File: config.mk
export PLATFORM = sky130hd
export DESIGN_NAME = cpu_sequencer_flat
export DESIGN_NICKNAME = d
export VERILOG_FILES = /design/src/rtl/cpu_pkg.sv /design/src/rtl/cpu_sequencer_if.sv /design/src/rtl/cpu_sequencer.sv /design/src/flat_wrapper.sv
export SDC_FILE = /design/constraint.sdc
export NUM_CORES = 1
export LEC_CHECK = 0
export BUFFER_PORTS_ARGS = -buffer_cell sky130_fd_sc_hd__buf_2
export CAP_MARGIN = 20
export CORE_UTILIZATION = 49
export CTS_CLUSTER_SIZE = 24
export DETAILED_ROUTE_END_ITERATION = 7
export PLACE_DENSITY = 0.86
export SLEW_MARGIN = 30
export SYNTH_ARGS = -nofsm -noshare
export SYNTH_HDL_FRONTEND = slang
export SYNTH_SLANG_ARGS = --single-unit
export TNS_END_PERCENT = 5
File: constraint.sdc
create_clock -name clk -period 2.39 [get_ports clk]
set_input_delay 0.478 -clock clk [delete_from_list [all_inputs] [get_ports clk]]
set_output_delay 0.478 -clock clk [all_outputs]
set_load 0.03 [all_outputs]
File: src/rtl/cpu_pkg.sv
// Shared definitions for the accumulator CPU: opcodes, legality bound, sequencer states.
// CPU_SEQUENCER_SINGLE_STEP_EN adds the PAUSE state to the sequencer enum.
package cpu_pkg;

  localparam int ADDR_W_DEFAULT = 4;
  localparam int OPC_W          = 4;

  localparam logic [OPC_W-1:0] OP_CLA  = 4'b0000;
  localparam logic [OPC_W-1:0] OP_CMA  = 4'b0001;
  localparam logic [OPC_W-1:0] OP_CMC  = 4'b0010;
  localparam logic [OPC_W-1:0] OP_ASL  = 4'b0011;
  localparam logic [OPC_W-1:0] OP_STOP = 4'b0100;
  localparam logic [OPC_W-1:0] OP_ADD  = 4'b0101;
  localparam logic [OPC_W-1:0] OP_STA  = 4'b0110;
  localparam logic [OPC_W-1:0] OP_LDA  = 4'b0111;
  localparam logic [OPC_W-1:0] OP_JMP  = 4'b1000;
  localparam logic [OPC_W-1:0] OP_BAN  = 4'b1001;

  // Highest defined opcode; anything above it is illegal.
  localparam logic [OPC_W-1:0] OP_LAST = OP_BAN;

  typedef enum logic [2:0] {
    ST_IDLE  = 3'd0,
    ST_FETCH = 3'd1,
    ST_LOAD  = 3'd2,
    ST_EXEC  = 3'd3,
    ST_HALT  = 3'd4
`ifdef CPU_SEQUENCER_SINGLE_STEP_EN
    ,
    ST_PAUSE = 3'd5
`endif
  } seq_state_e;

  function automatic logic op_legal(input logic [OPC_W-1:0] op);
    return op <= OP_LAST;
  endfunction

endpackage

File: src/rtl/cpu_sequencer_if.sv
// Bus between the sequencer (master) and its ROM / decoder / accumulator neighbours (slave).
interface cpu_sequencer_if #(
  parameter int ADDR_W  = cpu_pkg::ADDR_W_DEFAULT,
  parameter int INSTR_W = 4 + ADDR_W
);

  // No valid/ready here: the contract is purely positional in time. imem_addr is
  // held through FETCH and LOAD, imem_rdata is valid the cycle after imem_addr,
  // dec_* are combinational from operate, and acc_we_o/ram_we_o are one-cycle
  // pulses that only ever occur in EXEC.
  logic [ADDR_W-1:0]  imem_addr;
  logic [INSTR_W-1:0] imem_rdata;
  logic [3:0]         operate;
  logic [ADDR_W-1:0]  data_addr;
  logic               dec_stop;
  logic               dec_jmp;
  logic               dec_ban;
  logic               dec_acc_we;
  logic               dec_ram_we;
  logic               acc_neg;
  logic               acc_we_o;
  logic               ram_we_o;

  modport master (
    output imem_addr,
    input  imem_rdata,
    output operate,
    output data_addr,
    input  dec_stop,
    input  dec_jmp,
    input  dec_ban,
    input  dec_acc_we,
    input  dec_ram_we,
    input  acc_neg,
    output acc_we_o,
    output ram_we_o
  );

  modport slave (
    input  imem_addr,
    output imem_rdata,
    input  operate,
    input  data_addr,
    output dec_stop,
    output dec_jmp,
    output dec_ban,
    output dec_acc_we,
    output dec_ram_we,
    output acc_neg,
    input  acc_we_o,
    input  ram_we_o
  );

endinterface

File: src/rtl/cpu_sequencer.sv
// Fetch/load/execute sequencer: owns PC and IR, gates decoder write strobes, resolves JMP/BAN/STOP.
// CPU_SEQUENCER_SINGLE_STEP_EN adds the step input and a PAUSE state after each non-STOP EXEC.
module cpu_sequencer
  import cpu_pkg::*;
#(
  parameter int ADDR_W  = ADDR_W_DEFAULT,
  parameter int INSTR_W = 4 + ADDR_W
) (
  input  logic              clk,
  input  logic              rst,
  input  logic              start,
`ifdef CPU_SEQUENCER_SINGLE_STEP_EN
  input  logic              step,
`endif
  cpu_sequencer_if.master   bus,
  output logic              busy,
  output logic              halted,
  output logic              illegal,
  output seq_state_e        state_o
);

  localparam logic [ADDR_W-1:0] PC_ONE  = {{(ADDR_W-1){1'b0}}, 1'b1};
  localparam logic [ADDR_W-1:0] PC_ZERO = '0;

`ifdef CPU_SEQUENCER_SINGLE_STEP_EN
  localparam seq_state_e ST_AFTER_EXEC = ST_PAUSE;
`else
  localparam seq_state_e ST_AFTER_EXEC = ST_FETCH;
`endif

  seq_state_e         state_q, state_d;
  logic [ADDR_W-1:0]  pc_q, pc_d;
  logic [INSTR_W-1:0] ir_q, ir_d;
  logic               illegal_q, illegal_d;

  logic [3:0]         opcode;
  logic [ADDR_W-1:0]  target;
  logic               legal;
  logic               in_exec;

  assign opcode  = ir_q[INSTR_W-1 -: 4];
  assign target  = ir_q[ADDR_W-1:0];
  assign legal   = op_legal(opcode);
  assign in_exec = (state_q == ST_EXEC);

  always_ff @(posedge clk or posedge rst) begin
    if (rst) begin
      state_q   <= ST_IDLE;
      pc_q      <= PC_ZERO;
      ir_q      <= '0;
      illegal_q <= 1'b0;
    end else begin
      state_q   <= state_d;
      pc_q      <= pc_d;
      ir_q      <= ir_d;
      illegal_q <= illegal_d;
    end
  end

  always_comb begin
    state_d   = state_q;
    pc_d      = pc_q;
    ir_d      = ir_q;
    illegal_d = illegal_q;
    unique case (state_q)
      ST_IDLE: begin
        if (start) state_d = ST_FETCH;
      end
      ST_FETCH: begin
        state_d = ST_LOAD;
      end
      ST_LOAD: begin
        ir_d    = bus.imem_rdata;
        state_d = ST_EXEC;
      end
      ST_EXEC: begin
        // An illegal opcode ignores every decoder output, STOP included.
        if (!legal) begin
          pc_d      = pc_q + PC_ONE;
          illegal_d = 1'b1;
          state_d   = ST_AFTER_EXEC;
        end else if (bus.dec_stop) begin
          state_d = ST_HALT;
        end else begin
          if (bus.dec_jmp || (bus.dec_ban && bus.acc_neg)) pc_d = target;
          else                                             pc_d = pc_q + PC_ONE;
          state_d = ST_AFTER_EXEC;
        end
      end
      ST_HALT: begin
        if (start) begin
          pc_d      = PC_ZERO;
          illegal_d = 1'b0;
          state_d   = ST_FETCH;
        end
      end
`ifdef CPU_SEQUENCER_SINGLE_STEP_EN
      ST_PAUSE: begin
        if (step || start) state_d = ST_FETCH;
      end
`endif
      default: begin
        state_d = ST_IDLE;
      end
    endcase
  end

  assign bus.imem_addr = pc_q;
  assign bus.operate   = opcode;
  assign bus.data_addr = target;

  // Combinational from state_q so an async reset kills a strobe mid-cycle.
  assign bus.acc_we_o  = in_exec && legal && bus.dec_acc_we;
  assign bus.ram_we_o  = in_exec && legal && bus.dec_ram_we;

  assign busy    = (state_q == ST_FETCH) || (state_q == ST_LOAD) || in_exec;
  assign halted  = (state_q == ST_HALT);
  assign illegal = illegal_q;
  assign state_o = state_q;

endmodule
File: src/flat_wrapper.sv
// flat-port wrapper written by rule: the top's interface ports become plain ports
module cpu_sequencer_flat import cpu_pkg::*;
#(
  parameter int ADDR_W  = ADDR_W_DEFAULT,
  parameter int INSTR_W = 4 + ADDR_W
)
  (clk, rst, start, busy, halted, illegal, state_o, bus_imem_addr, bus_imem_rdata, bus_operate, bus_data_addr, bus_dec_stop, bus_dec_jmp, bus_dec_ban, bus_dec_acc_we, bus_dec_ram_we, bus_acc_neg, bus_acc_we_o, bus_ram_we_o);
  cpu_sequencer_if #(.ADDR_W(ADDR_W), .INSTR_W(INSTR_W)) bus_i ();
  input  logic clk;
  input  logic rst;
  input  logic start;
  output logic busy;
  output logic halted;
  output logic illegal;
  output seq_state_e state_o;
  output wire logic [$bits(bus_i.imem_addr)-1:0] bus_imem_addr;
  input wire logic [$bits(bus_i.imem_rdata)-1:0] bus_imem_rdata;
  output wire logic [$bits(bus_i.operate)-1:0] bus_operate;
  output wire logic [$bits(bus_i.data_addr)-1:0] bus_data_addr;
  input wire logic [$bits(bus_i.dec_stop)-1:0] bus_dec_stop;
  input wire logic [$bits(bus_i.dec_jmp)-1:0] bus_dec_jmp;
  input wire logic [$bits(bus_i.dec_ban)-1:0] bus_dec_ban;
  input wire logic [$bits(bus_i.dec_acc_we)-1:0] bus_dec_acc_we;
  input wire logic [$bits(bus_i.dec_ram_we)-1:0] bus_dec_ram_we;
  input wire logic [$bits(bus_i.acc_neg)-1:0] bus_acc_neg;
  output wire logic [$bits(bus_i.acc_we_o)-1:0] bus_acc_we_o;
  output wire logic [$bits(bus_i.ram_we_o)-1:0] bus_ram_we_o;
  assign bus_imem_addr = bus_i.imem_addr;
  assign bus_i.imem_rdata = bus_imem_rdata;
  assign bus_operate = bus_i.operate;
  assign bus_data_addr = bus_i.data_addr;
  assign bus_i.dec_stop = bus_dec_stop;
  assign bus_i.dec_jmp = bus_dec_jmp;
  assign bus_i.dec_ban = bus_dec_ban;
  assign bus_i.dec_acc_we = bus_dec_acc_we;
  assign bus_i.dec_ram_we = bus_dec_ram_we;
  assign bus_i.acc_neg = bus_acc_neg;
  assign bus_acc_we_o = bus_i.acc_we_o;
  assign bus_ram_we_o = bus_i.ram_we_o;
  cpu_sequencer #(.ADDR_W(ADDR_W), .INSTR_W(INSTR_W)) u_core (.clk(clk), .rst(rst), .start(start), .bus(bus_i), .busy(busy), .halted(halted), .illegal(illegal), .state_o(state_o));
endmodule
* After elaboration in Yosys (flattened, before gate mapping)
Index checks and enable logic that the tools add are counted.
** Word-level totals
- Input port bits :: 17
- Register bits after elaboration :: 16
- Logic and storage cells :: 38
** Cells by class
- Magnitude comparators :: 1
- Reduce and logical (&&, ||, !) cells :: 12
- Muxes and demuxes :: 12
- Equal/unequal tests :: 8
- $add $sub $neg :: 1
** Operators with widths (number)
- 4-bit two-way mux :: 4
- 3-bit one-hot mux with 4 select lines :: 1
- 3-bit two-way mux :: 3
- 4-bit one-hot mux with 2 select lines :: 1
- 3-bit by 2-bit == test with 1-bit output, second input constant :: 2
- 3-bit AND reduction :: 2
- 4-bit by 1-bit adder with 4-bit output, second input constant :: 1
- 4-bit less-or-equal comparator, second input constant :: 1
- 1-bit logical AND :: 4
- 2-bit inequality test, second input constant :: 2
- 3-bit by 1-bit == test with 1-bit output, second input constant :: 1
- 3-bit == test, second input constant :: 1
- 3-bit zero test :: 1
- 1-bit logical OR :: 3
- 3-bit inequality test, second input constant :: 1
- 1-bit two-way mux :: 2
- 2-bit by 1-bit inequality test with 1-bit output, second input constant :: 1
- 1-bit one-hot mux with 2 select lines :: 1
- 2-bit nonzero test :: 1
- 2-bit OR reduction :: 1

* Longest topological paths before layout
- Depth after elaboration :: 6
- Gate-level depth with buffers :: 5

* Worst setup path after synthesis
OpenSTA, ideal clock, no wires.
- Kind :: register to output
- From :: register u_core.state_q[2], in the netlist u_core.state_o[2]
- To :: output port bus_acc_we_o
- Path buffers :: 1
- Data arrival time :: 1.252 ns
- Cell stages (with the launch flop) :: 4
- Path slack :: 0.660 ns
- Cells stage by stage :: dfrtp_1 -> buf_4 -> and3b_2 -> and3_1
** On the way
- Word-level cells in the longest chain between the ends :: 3
** RTL lines
- start, declared :: RTL line cpu_sequencer.sv:31 : seq_state_e state_q, state_d;
- start signal, assigned :: RTL line cpu_sequencer.sv:53 : state_q <= state_d;
- 3-bit by 2-bit == test with 1-bit output :: RTL line cpu_sequencer.sv:44 : assign in_exec = (state_q == ST_EXEC);
- 1-bit logical AND (2 in a row) :: RTL line cpu_sequencer.sv:113 : assign bus.acc_we_o = in_exec && legal && bus.dec_acc_we;
- end, declared :: RTL line flat_wrapper.sv:26 : output wire logic [$bits(bus_i.acc_we_o)-1:0] bus_acc_we_o;
No other way between the ends.

* Worst setup path after layout
- From :: register u_core.state_q[0], in the netlist u_core.state_o[0]
- To :: output port bus_acc_we_o
Same word-level chain as after synthesis.

==> flow_summary_export.csv <==
group,metric,value,unit
power,clkPwrFrac,0.110,
clock_network,holdBufCountCts,0,
detailed_routing,avgViaCountPerCell,5.39,
setup_path,r2r_end,"u_core.ir_q[1]",
die,die_w,43.5,um
power,swShare,0.485,
detailed_routing,drtIter0Drc,10,
die,initial_core_util,0.540,
grt,track_usage,0.208,
synth,synth_area_leaders,"dfrtp_1, mux2_2, mux2i_1",
placement,dp_cells,124,
synth,syn_avg_cell_area,11.2,sq um
placement,routabilityCongestion,0.782,
setup_path,critPathCaptureType,"primary output",
synth,yosysWarnings,0,
clock_network,cts_buffers,3,
clock_network,post_cts_buffers,0,
timing,max-slew-margin-rel,0.603,
die,core_area,0.00156,sq mm
timing,finalHoldViolations,0,
placement,pre_cts_slack,0.786,ns
layout,finalNonFillerCells,128,
synth,async_flop_share,1.00,
synth,ys_seq_area_frac,0.475,
placement,place_hpwl,1310,um
clock_network,htree_levels,1,
run_status,status,"finished with violations",
synth,synth_top_area_share,0.475,
grt,grt_antenna_before_repair,0,
power,pwr-share-comb,0.564,
power,finalPower,1.66,mW
timing,setup_viol,0,
clock_network,clk_pin_slew,0.10,ns
synth,synth_area,842,sq um
synth,synthDistinctLibCells,29,
timing,holdWs,0.231,ns
setup_path,startpoint,"u_core.state_o[0]",
clock_network,cts_sinks,16,
clock_network,clockRootBuffer,"clkbuf_4",
detailed_routing,wire_per_inst,13.1,um
setup_path,critical_path_required,1.91,ns
synth,synth_flop_cell,"dfrtp_1",
die,die_y,43.5,um
setup_path,reg2reg_from,"u_core.state_o[0]",
grt,grt_pass1_vias,602,
die,ios,37,
grt,grt_max_degree,17,
power,netSwitchingPower,807,uW
setup_path,ff2ff_setup_slack,0.88,ns
clock_network,cts_tree,"done",
setup_path,setup.worst_path.start_class,"register",
detailed_routing,drt_first_pass_iters,6,
layout,syn_to_final_growth,24.5,%
timing,fmax,514,MHz
synth,synth_edf_count,0,
timing,min_period_over_period,0.815,
layout,final_util,0.673,
layout,fin_area,0.00105,sq mm
layout,fillers,127,
power,leakage,0.538,nW
synth,synth-seq-cells,16,
setup_path,arrival,1.47,ns
run_status,violations,"DRC",
detailed_routing,num_vias,690,
power,power_density,1590,mW/mm^2
detailed_routing,drc,3,
grt,grt_pass1_wl,2760,um
die,rows,14,
detailed_routing,wirelength,1680,um
timing,worst_pin_slew,0.595,ns
setup_path,critical_path.max_fanout,10,
hold_path,hold_class,"in -> async",
power,p_int,856,uW
layout,seqCellArea,400,sq um
layout,final_nets,131,
synth,syn_inst,75,
timing,drv_slew,0,
grt,grt_overflow,0,
placement,placement.io_buffers,36,
timing,grt_setup_unrepaired,"false",
setup_path,r2r_cells,2,
timing,period_needed,1.95,ns
synth,synth_fp_nets,93,
power,sequentialPowerShare,0.326,
layout,antenna_cells,0,
clock_network,ctsResizeCount,0,
timing,skew,0.00233,ns
synth,synth_top_area_cell,"dfrtp_1",
power,max-vdd-ir-drop,0.000888,V
clock_network,clk_latency,0.29,ns
setup_path,worst-setup-path-type,"reg -> out",
layout,layout-drive-gt1-share,0.464,
layout,multi_input_area,397,sq um
placement,dpl_cell_area,0.00101,sq mm
timing,fin_setup_tns,0,ns
die,fp.dieArea,0.00189,sq mm
clock_network,clk_path_buf_depth,2,
run,maxCapViolCount,0,
detailed_routing,ant_nets,0,
timing,timing.final.ws_setup,0.443,ns
==> cells in the mapped netlist (all sizes together), types with 3 or more instances <==
cell      n
o21ai     3
nand2     4
o22ai     3
o2bb2ai   3
buf       3
mux2i     4
dfrtp    16
nor2      6
a21oi     3
mux2      7
inv       4
and3      4
==> metal layers <==
| layer | up-vias | routed length [um] | GRT usage |
|---|---|---|---|
| met3 | 2 | 70 | 0.0375 |
| li1 | 346 | - | - |
| met1 | 322 | 731 | 0.259 |
| met5 | - | 0 | 0 |
| met4 | 0 | 24 | 0.0938 |
| met2 | 20 | 851 | 0.352 |
==> cell usage in the layout (no fill, tap or decap), types with 2 or more instances in the layout <==
master,synthesis,routed
a21oi_1,2,2
and3_1,4,4
buf_2,0,36
clkbuf_4,0,3
dfrtp_1,16,16
inv_1,4,4
mux2_2,7,7
mux2i_1,4,4
nand2_1,4,4
nand3b_1,2,2
nor2_1,5,5
nor2b_1,2,2
o21ai_0,2,2
o22ai_1,3,3
o2bb2ai_1,3,3
==> critical path, cell delays in order (launching register included) <==
cell and delay, ns:
dfrtp_1 0.55, and3b_2 0.28, and3_1 0.16, buf_2 0.19
==> how the worst max path moves through the flow <==
stage,end,slack [ns]
2_1_floorplan,bus_acc_we_o,0.66
3_3_place_gp,bus_acc_we_o,0.82
3_5_place_dp,bus_acc_we_o,0.79
4_1_cts,bus_acc_we_o,0.45
5_1_grt,bus_acc_we_o,0.35
6_report,bus_acc_we_o,0.44
==> state kept, by name, summed over array words and instances, names as in the netlist <==
signal and flops:
u_core.bus.imem_addr 4, u_core.illegal 1, u_core.state_o 3, u_core.ir_q 8
==> cell type report <==
class	instances	area share
clock buffer	4	0.0346
multi-input combinational	52	0.378
inverter	4	0.0143
tap	16	0.0191
sequential	16	0.382
timing repair buffer	36	0.172
==> power groups by stage <==
| stage | registers, mW | logic (mW) | clock network (mW) |
|---|---|---|---|
| 5_1_grt | 0.566 | 1.00 | 0.205 |
| 3_5_place_dp | 0.549 | 0.944 | 0 |
| 6_report | 0.542 | 0.938 | 0.183 |
| 2_1_floorplan | 0.746 | 0.534 | 0 |
| 3_3_place_gp | 0.537 | 0.926 | 0 |
| 4_1_cts | 0.542 | 0.946 | 0.190 |
==> logic make-up after synthesis <==
family                   after synthesis  synth area share
AO/OA/AOI/OAI                         17             0.140
flip-flops                            16             0.475
adder cells (fa/ha/maj)                1            0.0149
AND/OR/NAND/NOR                       22             0.165
buffers and inverters                  7            0.0535
multiplexers                          11             0.141
XOR/XNOR                               1            0.0104
(Power assumes the default switching activity.)
